--- config.mk ---
export PLATFORM = sky130hd
export DESIGN_NAME = rf_wb_arbiter
export DESIGN_NICKNAME = d
export VERILOG_FILES = /design/src/rtl/rf_wb_arbiter.sv
export SDC_FILE = /design/constraint.sdc
export NUM_CORES = 1
export LEC_CHECK = 0
export ABC_AREA = 1
export CORE_MARGIN = 2
export CORE_UTILIZATION = 47
export CTS_BUF_LIST = sky130_fd_sc_hd__clkbuf_4 sky130_fd_sc_hd__clkbuf_8
export DETAILED_ROUTE_END_ITERATION = 6
export PLACE_DENSITY = 0.87
export SKIP_LAST_GASP = 1
export SYNTH_ARGS = -nofsm -noshare
export SYNTH_HDL_FRONTEND = slang
export SYNTH_SLANG_ARGS = --single-unit
--- constraint.sdc ---
create_clock -name clk -period 3.4 [get_ports clk]
set_clock_uncertainty 0.15 [all_clocks]
set_input_delay 0.85 -clock clk [delete_from_list [all_inputs] [get_ports clk]]
set_output_delay 0.85 -clock clk [all_outputs]
set_load 0.03 [all_outputs]
--- src/rtl/rf_wb_arbiter.sv ---
// rf_wb_arbiter: writeback controller for the 32 x XLEN register file.
// Round-robin arbitration between the ALU and LSU writeback paths feeds a
// one-entry output stage that drives the register-file write port. A
// pending-write scoreboard answers read-after-write queries from issue.
// Optional feature macro: RF_BYPASS_EN forwards the output-stage write to
// the issue-stage source queries and suppresses the matching busy flag.
//
// Handshake: a transfer completes on a rising edge where valid && ready are
// both high. A requester holds valid, rd and data stable until it sees ready.
// Ready is combinational from the two valids and the round-robin pointer,
// and is only raised for a requester that is currently valid.
module rf_wb_arbiter #(
    parameter int XLEN = 32
) (
    input  logic            clk,
    input  logic            aresetn,
    input  logic            alu_valid,
    output logic            alu_ready,
    input  logic [4:0]      alu_rd,
    input  logic [XLEN-1:0] alu_data,
    input  logic            lsu_valid,
    output logic            lsu_ready,
    input  logic [4:0]      lsu_rd,
    input  logic [XLEN-1:0] lsu_data,
    input  logic            sb_set,
    input  logic [4:0]      sb_rd,
    input  logic [4:0]      rs0,
    input  logic [4:0]      rs1,
    output logic            rs0_busy,
    output logic            rs1_busy,
    output logic            rf_wr_en,
    output logic [4:0]      rf_wr_addr,
    output logic [XLEN-1:0] rf_wdata,
    output logic            sb_err,
    output logic            byp0_hit,
    output logic            byp1_hit,
    output logic [XLEN-1:0] byp0_data,
    output logic [XLEN-1:0] byp1_data,
    output logic            dbg_last
);

    // Round-robin pointer: which requester completed the most recent handshake.
    typedef enum logic {
        LAST_ALU = 1'b0,
        LAST_LSU = 1'b1
    } last_t;

    last_t           last;
    logic [31:0]     pending;
    logic [31:0]     pend_next;
    logic            acc_alu;
    logic            acc_lsu;
    logic            acc;
    logic [4:0]      acc_rd;
    logic [XLEN-1:0] acc_data;

    assign dbg_last = last;

    // Grant: a lone requester always wins; on a tie the one not served last wins.
    always_comb begin
        alu_ready = alu_valid && (!lsu_valid || (last == LAST_LSU));
        lsu_ready = lsu_valid && (!alu_valid || (last == LAST_ALU));
        acc_alu   = alu_valid && alu_ready;
        acc_lsu   = lsu_valid && lsu_ready;
        acc       = acc_alu || acc_lsu;
        acc_rd    = acc_alu ? alu_rd   : lsu_rd;
        acc_data  = acc_alu ? alu_data : lsu_data;
    end

    // Scoreboard next state: retire the output-stage write, then apply issue's
    // set so that a set and clear of the same register at one edge leaves it set.
    always_comb begin
        pend_next = pending;
        if (rf_wr_en) begin
            pend_next[rf_wr_addr] = 1'b0;
        end
        if (sb_set && (sb_rd != 5'd0)) begin
            pend_next[sb_rd] = 1'b1;
        end
        pend_next[0] = 1'b0;
    end

    // Round-robin pointer advances on every completed handshake.
    always_ff @(posedge clk or negedge aresetn) begin
        if (!aresetn) begin
            last <= LAST_LSU;
        end else if (acc) begin
            last <= acc_alu ? LAST_ALU : LAST_LSU;
        end
    end

    // Output stage: loads an accepted non-x0 write and drains every cycle.
    always_ff @(posedge clk or negedge aresetn) begin
        if (!aresetn) begin
            rf_wr_en   <= 1'b0;
            rf_wr_addr <= 5'd0;
            rf_wdata   <= '0;
        end else begin
            rf_wr_en <= acc && (acc_rd != 5'd0);
            if (acc && (acc_rd != 5'd0)) begin
                rf_wr_addr <= acc_rd;
                rf_wdata   <= acc_data;
            end
        end
    end

    // Pending bits and the sticky error for writes to non-pending registers.
    always_ff @(posedge clk or negedge aresetn) begin
        if (!aresetn) begin
            pending <= '0;
            sb_err  <= 1'b0;
        end else begin
            pending <= pend_next;
            if (acc && (acc_rd != 5'd0) && !pending[acc_rd]) begin
                sb_err <= 1'b1;
            end
        end
    end

`ifdef RF_BYPASS_EN
    // Forward the in-flight write so a dependent source is not reported busy.
    always_comb begin
        byp0_hit  = rf_wr_en && (rf_wr_addr == rs0) && (rs0 != 5'd0);
        byp1_hit  = rf_wr_en && (rf_wr_addr == rs1) && (rs1 != 5'd0);
        byp0_data = rf_wdata;
        byp1_data = rf_wdata;
        rs0_busy  = pending[rs0] && !byp0_hit;
        rs1_busy  = pending[rs1] && !byp1_hit;
    end
`else
    // No forwarding: busy is the raw pending bit until the write retires.
    always_comb begin
        byp0_hit  = 1'b0;
        byp1_hit  = 1'b0;
        byp0_data = '0;
        byp1_data = '0;
        rs0_busy  = pending[rs0];
        rs1_busy  = pending[rs1];
    end
`endif

endmodule

==> metrics <==
num rows 36; Max Fanout on Critical Path 5; Area Overhead vs Synth 31.9%; switching share of total power 44.1%; max-slew violation count 0; CTS Buf Count 9; Die W 104 um; Gate Count Post-Synth 635; most frequent cell after synthesis nand2_1; DP HPWL 10900 um; core region area between 9000 and 10000 um2; hold_buf cts 0; # setup viols final 0; mean area per synthesized cell between 7 and 8 um2; wire length per cell approximately 16 um; CTS tree yes; worst setup margin 0.103 ns; dpl ws -0.191 ns; Area contributors post-synth dfrtp_1 (38%), o21ai_0 (11%), buf_4 (11%); Crit. End Element output port; starting density of the core a little under half; Crit Path Category input pin to output port; H-Tree Depth 3; top_reg_cell synth dfrtp_1; maximum operating frequency roughly 300 MHz; vias post-DR between 4000 and 5000; Post-synth ARST share 100%; final wirelength between 10000 and 15000 um; Int Pwr 1.97 mW; crit start category input pin; Worst Path Arrival around 2.3 ns; Layout Cells excl Fill 912; final number of hold-violating endpoints 0; status complete, no violations; synthesized cell area between 4000 and 5000 um2; worst vdd ir 286 uV; post-route clock period utilization 97.0%; initial antenna violation count 0; area share of the largest cell type after synthesis a little under two fifths; Min-Delay Path Class input pin to async pin; # DRC 0; Yosys reg bits 71; Flop pwr share between 40% and 50%; RSZ-0062 raised after global routing true; largest net degree at the start of global routing between 70 and 80; Die ar. roughly 11000 um2; proportion of layout cells with a drive suffix above 1 8.34%; Logic pwr share approximately two fifths; chip height roughly 100 um; Longest Clk Path Bufs 2; R2R Path Start dbg_last; Antenna Nets Post-Route 0; most frequent cells after synthesis nand2_1 (117), o21ai_0 (106), dfrtp_1 (70); PwrDens between 500 and 600 nW/um2; sequential-to-total area share from yosys stat between 30% and 40%; Final min period 3.30 ns; gpl congestion between 0.9 and 1; synth unique cells 27; hold_ws ~0.34 ns; P_leak 2.80 nW; via/cell ratio 5.25; first-pass GRT wire length between 20000 and 25000 um; reg2reg setup slack between 1 and 1.5 ns; Clock transition at path regs 0.08 ns; Critical path origin rs1[1]; Synth Warn # 0; Worst-Skew Late Latency approximately 0.36 ns; Placed Cells between 800 and 900; Clock Sinks 71; Max-Cap Viols 0; First-pass DRT Iterations 7; remaining global-route overflow 0; Root Buffer clkbuf_8; power share of the clock group approximately a fifth; area leader, netlist dfrtp_1; GRT Total Usage 26.5%; input/output buffers 137; Net count, final about 870; starting DRC count in detailed routing about 380; critical path data required time 2.40 ns; vias in the first global route approximately 4600; Post-synth EDFFs 0; switching power total 1.56 mW; # IOs slightly above 200; diodes inserted 0
==> sequential cells by signal, summed over array words and instances (netlist names) <==
name,cells
pending,31
rf_wdata,32
sb_err,1
dbg_last,1
rf_wr_en,1
rf_wr_addr,5
==> what timing repair did <==
action	CTS	global route
endpoints found under the setup margin	2	2
gates resized for setup	4	13
gates cloned	1	0
buffers inserted	3	0
==> per-stage QoR <==
step	utilization (%)	area, um2	TNS, ns	power [mW]
floorplan	-	4910	0	2.26
global placement	60.9	5930	-0.0723	2.79
detailed placement	60.9	5930	-0.191	2.84
CTS	63.2	6150	0	3.50
global route	63.3	6160	-0.0745	3.73
finish	63.3	6160	0	3.53
==> power groups by stage <==
stage	clock network, mW	registers [mW]	logic, mW
floorplan	0	1.45	0.807
global placement	0	1.42	1.37
detailed placement	0	1.43	1.41
CTS	0.662	1.41	1.42
global route	0.696	1.45	1.58
finish	0.659	1.43	1.44
==> logic make-up (layout without fill, tap and decap cells) <==
group,count (synthesis),count (layout),synth area share (%)
AOI/OAI and AO/OA,176,176,21.0
DFF,71,71,38.1
and+or+nand+nor,241,241,22.7
other,1,66,0.0803
buffers and inverters,146,225,18.1
==> layout make-up <==
cell class                      count  area (um2)
Fill cell                         887        3570
Multi-Input combinational cell    483        2290
Sequential cell                    71        1780
Timing Repair Buffer              152        1510
Inverter                           56         214
Tap cell                          133         166
Clock buffer                       12         165
Clock inverter                      4        28.8
Timing Repair inverter              1        5.00
==> placed cells by master (no fill, tap or decap) <==
master,count
a21oi_1,26
a21oi_2,1
a31oi_1,28
a31oi_2,4
buf_1,1
buf_12,3
buf_2,1
buf_4,13
buf_6,1
clkbuf_2,1
clkbuf_8,12
clkdlybuf4s50_1,130
clkinv_2,1
clkinv_4,1
clkinvlp_2,1
clkinvlp_4,3
conb_1,66
dfrtp_1,70
dfstp_2,1
dlymetal6s2s_1,2
inv_1,49
inv_2,6
nand2_1,117
nand2_2,6
nand2_4,4
nand3_1,66
nand4_1,1
nand4_4,1
nor2_1,44
nor2_2,1
nor2_4,1
o211ai_1,5
o21ai_0,99
o21ai_1,9
o21ai_2,2
o21ai_4,1
o22ai_1,1
==> metal layers <==
layer | vias to the layer above | share of wire [%] | GRT usage, %
met2 | 255 | 49 | 44.5
met4 | 0 | 2.9 | 10.1
met5 | - | 0 | 0
met3 | 37 | 9.6 | 7.49
met1 | 2225 | 38 | 32.5
li1 | 2268 | - | -
==> path summary, 6_finish.rpt <==
check | cells past startpoint | endpoint
worst max-delay path | 11 | rs1_busy
worst min-delay path | 2 | rf_wdata[22]
worst max register to register | 12 | rf_wdata[28]
worst min register to register | 2 | sb_err
max in group asynchronous | 2 | dbg_last
min in group clk | 2 | sb_err
==> worst max-delay path: stages <==
cell and delay (ns):
clkdlybuf4s50_1 0.49, buf_4 0.14, o21ai_0 0.07, a21oi_1 0.12
a21oi_1 0.07, a21oi_1 0.11, o21ai_0 0.09, nand2_1 0.07
nand2_1 0.05, o21ai_1 0.06, buf_4 0.17
Power figures use the tool's default switching activity.
